[src/rtl/pulse_param_loader_if.sv]
// ============================================================================
//  Module      : pulse_param_loader_if
//  Description : Byte stream from the UART receiver and acknowledge return path
//                toward the UART transmitter.
//  Revision    : 1.0 - initial release
// ============================================================================
`default_nettype none
`timescale 1ns/1ps

interface pulse_param_loader_if;
  logic [7:0] rx_data;
  logic       rx_valid;
  logic [7:0] tx_data;
  logic       tx_valid;
  logic       tx_ready;

  modport master (
    output rx_data, rx_valid, tx_ready,
    input  tx_data, tx_valid
  );

  modport slave (
    input  rx_data, rx_valid, tx_ready,
    output tx_data, tx_valid
  );
endinterface

`default_nettype wire

[src/rtl/pulse_param_loader.sv]
// ============================================================================
//  Module      : pulse_param_loader
//  Description : Parses address/payload byte frames into the pulse parameter
//                registers, commits atomically and returns a one-byte ack.
//  Revision    : 1.0 - initial release
// ============================================================================
`default_nettype none
`timescale 1ns/1ps

module pulse_param_loader #(
  parameter int unsigned  TIMEOUT_CYC = 1200000,
  parameter logic [7:0]   ST_PERIOD   = 8'd1,
  parameter logic [15:0]  ST_P1WIDTH  = 16'd30,
  parameter logic [15:0]  ST_DELAY    = 16'd200,
  parameter logic [15:0]  ST_P2WIDTH  = 16'd60,
  parameter logic [31:0]  ST_NUTDEL   = 32'd300,
  parameter logic [31:0]  ST_NUTWID   = 32'd300,
  parameter logic [2:0]   ST_FLAGS    = 3'b111,
  parameter logic [7:0]   ST_BLOCK    = 8'd50,
  parameter logic [15:0]  ST_BLOCKOFF = 16'd100,
  parameter logic [7:0]   ST_CPMG     = 8'd1
) (
  input  logic                  clk,
  input  logic                  resetn,
  pulse_param_loader_if.slave   bus,
  output logic [7:0]            period,
  output logic [15:0]           p1width,
  output logic [15:0]           delay,
  output logic [15:0]           p2width,
  output logic [31:0]           nut_del,
  output logic [31:0]           nut_wid,
  output logic                  pump,
  output logic                  block,
  output logic                  nutation,
  output logic [7:0]            pulse_block,
  output logic [15:0]           pulse_block_off,
  output logic [7:0]            cpmg,
  output logic                  rx_done,
  output logic                  frame_err
);

  localparam logic [23:0] c_tmo_last = 24'(TIMEOUT_CYC - 1);
  localparam logic [7:0]  c_addr_dflt = 8'hFF;
  localparam logic [7:0]  c_ack_err   = 8'hEE;

  typedef enum logic [1:0] {
    S_IDLE    = 2'd0,
    S_PAYLOAD = 2'd1,
    S_COMMIT  = 2'd2
  } state_t;

  state_t      r_state, w_state_nxt;
  logic [7:0]  r_addr;
  logic [1:0]  r_last;
  logic [1:0]  r_cnt;
  logic [31:0] r_shadow;
  logic [23:0] r_tmo;
  logic        r_rx_done, r_frame_err;
  logic [7:0]  r_tx_data;
  logic        r_tx_valid;

  logic [7:0]  r_period, r_pulse_block, r_cpmg;
  logic [15:0] r_p1width, r_delay, r_p2width, r_pulse_block_off;
  logic [31:0] r_nut_del, r_nut_wid;
  logic [2:0]  r_flags;

  logic w_latch_addr, w_take_byte, w_err, w_commit;

  // Payload length minus one, so the last byte is recognised by a 2-bit counter
  function automatic logic [1:0] f_last(input logic [7:0] a);
    case (a)
      8'd1, 8'd2, 8'd3, 8'd8: f_last = 2'd1;
      8'd4, 8'd5:             f_last = 2'd3;
      default:                f_last = 2'd0;
    endcase
  endfunction

  assign w_commit = (r_state == S_COMMIT);

  always_ff @(posedge clk) begin
    if (resetn) r_state <= S_IDLE;
    else        r_state <= w_state_nxt;
  end

  always_comb begin
    w_state_nxt  = r_state;
    w_latch_addr = 1'b0;
    w_take_byte  = 1'b0;
    w_err        = 1'b0;
    case (r_state)
      S_IDLE, S_COMMIT: begin
        w_state_nxt = S_IDLE;
        if (bus.rx_valid) begin
          if (bus.rx_data <= 8'd9) begin
            w_latch_addr = 1'b1;
            w_state_nxt  = S_PAYLOAD;
          end else if (bus.rx_data == c_addr_dflt) begin
            w_latch_addr = 1'b1;
            w_state_nxt  = S_COMMIT;
          end else begin
            w_err = 1'b1;
          end
        end
      end
      S_PAYLOAD: begin
        if (bus.rx_valid) begin
          w_take_byte = 1'b1;
          if (r_cnt == r_last) w_state_nxt = S_COMMIT;
        end else if (r_tmo == c_tmo_last) begin
          w_err       = 1'b1;
          w_state_nxt = S_IDLE;
        end
      end
      default: w_state_nxt = S_IDLE;
    endcase
  end

  always_ff @(posedge clk) begin
    if (resetn) begin
      r_addr      <= 8'd0;
      r_last      <= 2'd0;
      r_cnt       <= 2'd0;
      r_shadow    <= 32'd0;
      r_tmo       <= 24'd0;
      r_rx_done   <= 1'b0;
      r_frame_err <= 1'b0;
      r_tx_data   <= 8'd0;
      r_tx_valid  <= 1'b0;
    end else begin
      r_rx_done   <= w_commit;
      r_frame_err <= w_err;
      if (r_state == S_PAYLOAD) r_tmo <= r_tmo + 24'd1;
      if (w_latch_addr) begin
        r_addr   <= bus.rx_data;
        r_last   <= f_last(bus.rx_data);
        r_cnt    <= 2'd0;
        r_shadow <= 32'd0;
        r_tmo    <= 24'd0;
      end
      if (w_take_byte) begin
        r_shadow[{r_cnt, 3'b000} +: 8] <= bus.rx_data;
        r_cnt <= r_cnt + 2'd1;
        r_tmo <= 24'd0;
      end
      // A newly queued ack always replaces a pending one, even on tx_ready
      if (w_err) begin
        r_tx_valid <= 1'b1;
        r_tx_data  <= c_ack_err;
      end else if (w_commit) begin
        r_tx_valid <= 1'b1;
        r_tx_data  <= r_addr;
      end else if (bus.tx_ready) begin
        r_tx_valid <= 1'b0;
      end
    end
  end

  always_ff @(posedge clk) begin
    if (resetn || (w_commit && r_addr == c_addr_dflt)) begin
      r_period          <= ST_PERIOD;
      r_p1width         <= ST_P1WIDTH;
      r_delay           <= ST_DELAY;
      r_p2width         <= ST_P2WIDTH;
      r_nut_del         <= ST_NUTDEL;
      r_nut_wid         <= ST_NUTWID;
      r_flags           <= ST_FLAGS;
      r_pulse_block     <= ST_BLOCK;
      r_pulse_block_off <= ST_BLOCKOFF;
      r_cpmg            <= ST_CPMG;
    end else if (w_commit) begin
      case (r_addr)
        8'd0: r_period          <= r_shadow[7:0];
        8'd1: r_p1width         <= r_shadow[15:0];
        8'd2: r_delay           <= r_shadow[15:0];
        8'd3: r_p2width         <= r_shadow[15:0];
        8'd4: r_nut_del         <= r_shadow;
        8'd5: r_nut_wid         <= r_shadow;
        8'd6: r_flags           <= r_shadow[2:0];
        8'd7: r_pulse_block     <= r_shadow[7:0];
        8'd8: r_pulse_block_off <= r_shadow[15:0];
        8'd9: r_cpmg            <= r_shadow[7:0];
        default: ;
      endcase
    end
  end

  assign period          = r_period;
  assign p1width         = r_p1width;
  assign delay           = r_delay;
  assign p2width         = r_p2width;
  assign nut_del         = r_nut_del;
  assign nut_wid         = r_nut_wid;
  assign nutation        = r_flags[2];
  assign block           = r_flags[1];
  assign pump            = r_flags[0];
  assign pulse_block     = r_pulse_block;
  assign pulse_block_off = r_pulse_block_off;
  assign cpmg            = r_cpmg;
  assign rx_done         = r_rx_done;
  assign frame_err       = r_frame_err;
  assign bus.tx_data     = r_tx_data;
  assign bus.tx_valid    = r_tx_valid;

endmodule

`default_nettype wire

[src/flat_wrapper.sv]
// flat-port wrapper written by rule: the top's interface ports become plain ports
module pulse_param_loader_flat 
#(
  parameter int unsigned  TIMEOUT_CYC = 1200000,
  parameter logic [7:0]   ST_PERIOD   = 8'd1,
  parameter logic [15:0]  ST_P1WIDTH  = 16'd30,
  parameter logic [15:0]  ST_DELAY    = 16'd200,
  parameter logic [15:0]  ST_P2WIDTH  = 16'd60,
  parameter logic [31:0]  ST_NUTDEL   = 32'd300,
  parameter logic [31:0]  ST_NUTWID   = 32'd300,
  parameter logic [2:0]   ST_FLAGS    = 3'b111,
  parameter logic [7:0]   ST_BLOCK    = 8'd50,
  parameter logic [15:0]  ST_BLOCKOFF = 16'd100,
  parameter logic [7:0]   ST_CPMG     = 8'd1
)
  (clk, resetn, period, p1width, delay, p2width, nut_del, nut_wid, pump, block, nutation, pulse_block, pulse_block_off, cpmg, rx_done, frame_err, bus_rx_data, bus_rx_valid, bus_tx_ready, bus_tx_data, bus_tx_valid);
  pulse_param_loader_if bus_i ();
  input  logic clk;
  input  logic resetn;
  output logic [7:0] period;
  output logic [15:0] p1width;
  output logic [15:0] delay;
  output logic [15:0] p2width;
  output logic [31:0] nut_del;
  output logic [31:0] nut_wid;
  output logic pump;
  output logic block;
  output logic nutation;
  output logic [7:0] pulse_block;
  output logic [15:0] pulse_block_off;
  output logic [7:0] cpmg;
  output logic rx_done;
  output logic frame_err;
  input wire logic [$bits(bus_i.rx_data)-1:0] bus_rx_data;
  input wire logic [$bits(bus_i.rx_valid)-1:0] bus_rx_valid;
  input wire logic [$bits(bus_i.tx_ready)-1:0] bus_tx_ready;
  output wire logic [$bits(bus_i.tx_data)-1:0] bus_tx_data;
  output wire logic [$bits(bus_i.tx_valid)-1:0] bus_tx_valid;
  assign bus_i.rx_data = bus_rx_data;
  assign bus_i.rx_valid = bus_rx_valid;
  assign bus_i.tx_ready = bus_tx_ready;
  assign bus_tx_data = bus_i.tx_data;
  assign bus_tx_valid = bus_i.tx_valid;
  pulse_param_loader #(.TIMEOUT_CYC(TIMEOUT_CYC), .ST_PERIOD(ST_PERIOD), .ST_P1WIDTH(ST_P1WIDTH), .ST_DELAY(ST_DELAY), .ST_P2WIDTH(ST_P2WIDTH), .ST_NUTDEL(ST_NUTDEL), .ST_NUTWID(ST_NUTWID), .ST_FLAGS(ST_FLAGS), .ST_BLOCK(ST_BLOCK), .ST_BLOCKOFF(ST_BLOCKOFF), .ST_CPMG(ST_CPMG)) u_core (.clk(clk), .resetn(resetn), .bus(bus_i), .period(period), .p1width(p1width), .delay(delay), .p2width(p2width), .nut_del(nut_del), .nut_wid(nut_wid), .pump(pump), .block(block), .nutation(nutation), .pulse_block(pulse_block), .pulse_block_off(pulse_block_off), .cpmg(cpmg), .rx_done(rx_done), .frame_err(frame_err));
endmodule
[config.mk]
export PLATFORM = sky130hd
export DESIGN_NAME = pulse_param_loader_flat
export DESIGN_NICKNAME = d
export VERILOG_FILES = /design/src/rtl/pulse_param_loader_if.sv /design/src/rtl/pulse_param_loader.sv /design/src/flat_wrapper.sv
export SDC_FILE = /design/constraint.sdc
export NUM_CORES = 1
export LEC_CHECK = 0
export BUFFER_PORTS_ARGS = -buffer_cell sky130_fd_sc_hd__buf_2
export CAP_MARGIN = 15
export CORE_MARGIN = 5
export CORE_UTILIZATION = 25
export DETAILED_ROUTE_END_ITERATION = 10
export SETUP_SLACK_MARGIN = 0.05
export SLEW_MARGIN = 5
export SYNTH_ARGS = -nofsm -noshare
export SYNTH_HDL_FRONTEND = slang
export SYNTH_SLANG_ARGS = --single-unit
export TNS_END_PERCENT = 50
[constraint.sdc]
create_clock -name clk -period 2.4 [get_ports clk]
set_input_delay 0.12 -clock clk [delete_from_list [all_inputs] [get_ports clk]]
set_output_delay 0.12 -clock clk [all_outputs]
set_load 0.01 [all_outputs]
==> summary.md <==
| Metric | Value |
|---|---|
| Crit path top cell by count | or4_1 |
| Share of layout cells above drive strength 1 | 0.218 |
| Startpoint of the worst hold path | u_core.nut_del[19] |
| IO Pins | 178 |
| Area leader, netlist | dfxtp_1 |
| Drt via density | 4.76 |
| Post-synth EDFFs | 0 |
| Synth-to-layout area growth | 27.5% |
| Largest family of logic cells by synthesized area | simple AND/OR/NAND/NOR gates |
| Clock sink count | 236 |
| Pre-antenna DRT Iters | 4 |
| Total GRT Usage | 0.135 |
| Nets | 1,223 |
| Min Tclk post-route | 2.23 ns |
| Worst Tran Pin Value | 0.689 ns |
| Top cell type's share of synthesized area | 0.512 |
| Clk_skew | 0.0154 ns |
| CP required | 2.83 ns |
| Core area | 36,500 µm² |
| Most numerous cell in the Yosys netlist | dfxtp_1 |
| Slowest cell on crit path | or4_1 |
| Buf+Inv Stages, Crit Path | 0 |
| Synth top area cells | dfxtp_1 51%, mux2i_1 9.9%, nand2_1 8.6%, a21oi_1 5.9%, nor2_1 3.6% |
| GRT overflow | 0 |
| First-pass GRT wire length | 44,600 µm |
| FMAX | 448 MHz |
| CP Launch Point | u_core.r_addr[7] |
| Post-synthesis mux area share | 0.0988 |
| Cts bufs inserted | 27 |
| Multi-input logic area | 4150 µm² |
| Normalized max-slew margin | 0.540 |
| Adder-cell area share of the yosys netlist | 0.00814 |
| Largest net degree at the start of global routing | 53 |
| RD Place Congestion | 0.777 |
| Net Count, Synth | 1,050 |
| Die W | 202 µm |
| Period utilisation layout | 0.931 |
| Largest stage delay, worst path | 0.77 ns |
| Initial antenna violation count | 0 |
| List of most frequent post-synthesis cells | 236 x dfxtp_1, 212 x nand2_1, 109 x a21oi_1, 91 x mux2i_1, 88 x nor2_1 |
| Mean Syn Cell Area | 8.94 µm² |
| HP Class | reg -> reg |
| Starting Density | 0.253 |
| Post-CTS Setup Inserts | 0 |
| Die Y | 202 µm |
| Die area | 40,800 µm² |
| Skew-Pair Late Insertion Delay | 0.55 ns |
| IO buf count | 177 |
| Synthesized cell area | 9220 µm² |
| Final setup violating endpoints | 0 |
| PD cells | 703 nW/µm² |
| Unique cell type count in the Yosys netlist | 49 |
| Critical path launch point type | register |
| DRC | 0 |
| Clock buffer depth | 3 |
| Sequential element share of the synthesized area | 0.512 |
| Power Total | 8.26 mW |
| Setup Total Neg Slack | 0 ns |
| Critical path type | reg -> reg |
| Reg-to-Reg Start | u_core.r_addr[7] |
| Synth Register Bits | 236 |
| Worst-path clk slew | 0.06 ns |
| Vias in the first global route | 7,683 |
| Htree depth | 1 |
| Initial drt markers | 408 |
| Antenna viol nets, final | 0 |
| Dpl hpwl | 19,800 µm |
| Reg area | 4720 µm² |
| DP Worst Slack | 0.151 ns |
| RSZ-0062 raised after global routing | no |
| Diode count | 0 |
| Arrival time worst endpoint | 2.67 ns |
| Most used flip-flop cell after synthesis | dfxtp_1 |
| Yosys warnings | 0 |
| FP Rows | 70 |
| Routed via count | 8,048 |
| Synth Instances | 1,032 |
| Fill cells | 3,806 |
| VDD IR max | 0.000523 V |
| Wire per inst | 16.9 µm |
| Worst setup margin | 0.166 ns |
| Xor/xnor share of the synthesized area | 0.0152 |
| Fraction of the mapped netlist area in compound gates | 0.115 |
| Flop2flop setup slack | 0.17 ns |
| Crit path capture type | register |
| TritonCTS clock tree | yes |
| Delay-heaviest family, CP | simple AND/OR/NAND/NOR gates |
| WL final | 28,600 µm |
| CP Max Fanout | 8 |
| Synth async-reset ratio | 0 |
| P_leak | 4.74 nW |
| Worst path cell trace | or4_1, or4_1, mux2i_1, nand2_1 |
| Max Slew Vio Count | 0 |
| Total of max-cap violations | 0 |
| Root Buffer Master | clkbuf_16 |
| Status | finished, final reports clean |
| Simple logic cell fraction of the synthesized area | 0.210 |
| Hold Fails Final Rpt | 0 |
## flip-flops by register name, indices dropped and copies added (netlist names), 16 cells and up
| name | cells |
|---|---|
| u_core.nut_del | 32 |
| u_core.nut_wid | 32 |
| u_core.r_shadow | 32 |
| u_core.r_tmo | 24 |
| u_core.delay | 16 |
| u_core.p1width | 16 |
| u_core.p2width | 16 |
| u_core.pulse_block_off | 16 |
## power by group
part,switching [mW],internal (mW)
Combinational,0.161,0.0746
Clock,1.67,2.42
Sequential,0.0107,3.93
## metrics by stage
stage | hold WS (ns) | utilization | cell area (µm²) | instances
2_1_floorplan | 0.256 | - | 9220 | 1032
3_3_place_gp | 0.437 | 0.295 | 10800 | 1633
3_5_place_dp | 0.444 | 0.295 | 10800 | 1633
4_1_cts | 0.432 | 0.322 | 11800 | 1691
5_1_grt | 0.463 | 0.322 | 11800 | 1691
6_report | 0.450 | 0.322 | 11800 | 1691
## final timing paths
path,cells after the start,endpoint
worst max register to register,4,u_core.pulse_block[4]
worst min-delay path,2,u_core.nut_del[19]
worst max-delay path,4,u_core.pulse_block[4]
worst min register to register,2,u_core.nut_del[19]
## what timing repair did
action / CTS / global route
hold buffers: 11 / 0
setup endpoints to repair: 0 / 1
endpoints found under the hold margin: 38 / 0
gates resized for setup: 0 / 1
## per-layer routing
layer,GRT usage,vias up,part of all wire
li1,-,3901,-
met1,0.185,3859,0.46
met2,0.214,242,0.45
met3,0.0276,46,0.059
met4,0.0383,0,0.024
met5,0,-,0
## cell usage in the layout (no fill, tap or decap), drive strengths merged, types with 4 or more instances in the layout
| cell type | instances |
|---|---|
| dfxtp | 236 |
| nand2 | 212 |
| buf | 212 |
| a21oi | 109 |
| mux2i | 91 |
| nor2 | 88 |
| clkbuf | 37 |
| o211ai | 34 |
| nand3 | 24 |
| o21ai | 17 |
| nand4 | 17 |
| nor4 | 15 |
| xnor2 | 12 |
| dlygate4sd3 | 11 |
| inv | 11 |
| or4 | 9 |
| and4 | 7 |
| or3 | 7 |
| nor2b | 6 |
| a41oi | 6 |
| ha | 6 |
| nand4b | 5 |
| clkinv | 5 |
| nor4b | 5 |
| nand2b | 4 |
| o21a | 4 |
| xor2 | 4 |
## tightest hold or removal path, stage by stage, from the launching register on
cell and delay [ns]:
dfxtp_1 0.30, nand2_1 0.05, a21oi_1 0.05
## final cells by class
class                   count  share of cell area
flip-flops and latches    236               0.402
multi-input cells         708               0.353
repair buffers            223               0.118
clock buffers              37              0.0641
well taps                 468              0.0498
clock inverters            10              0.0106
inverters                   9             0.00287
## cell families (layout without fill, tap and decap cells)
| kind of cell | Yosys count | after routing |
|---|---|---|
| AO/OA/AOI/OAI | 181 | 181 |
| XOR/XNOR | 16 | 16 |
| adder cells (fa/ha/maj) | 6 | 6 |
| buffers and inverters | 88 | 279 |
| flip-flops | 236 | 236 |
| multiplexers | 91 | 91 |
| AND/OR/NAND/NOR | 414 | 414 |
(Power assumes the default switching activity.)
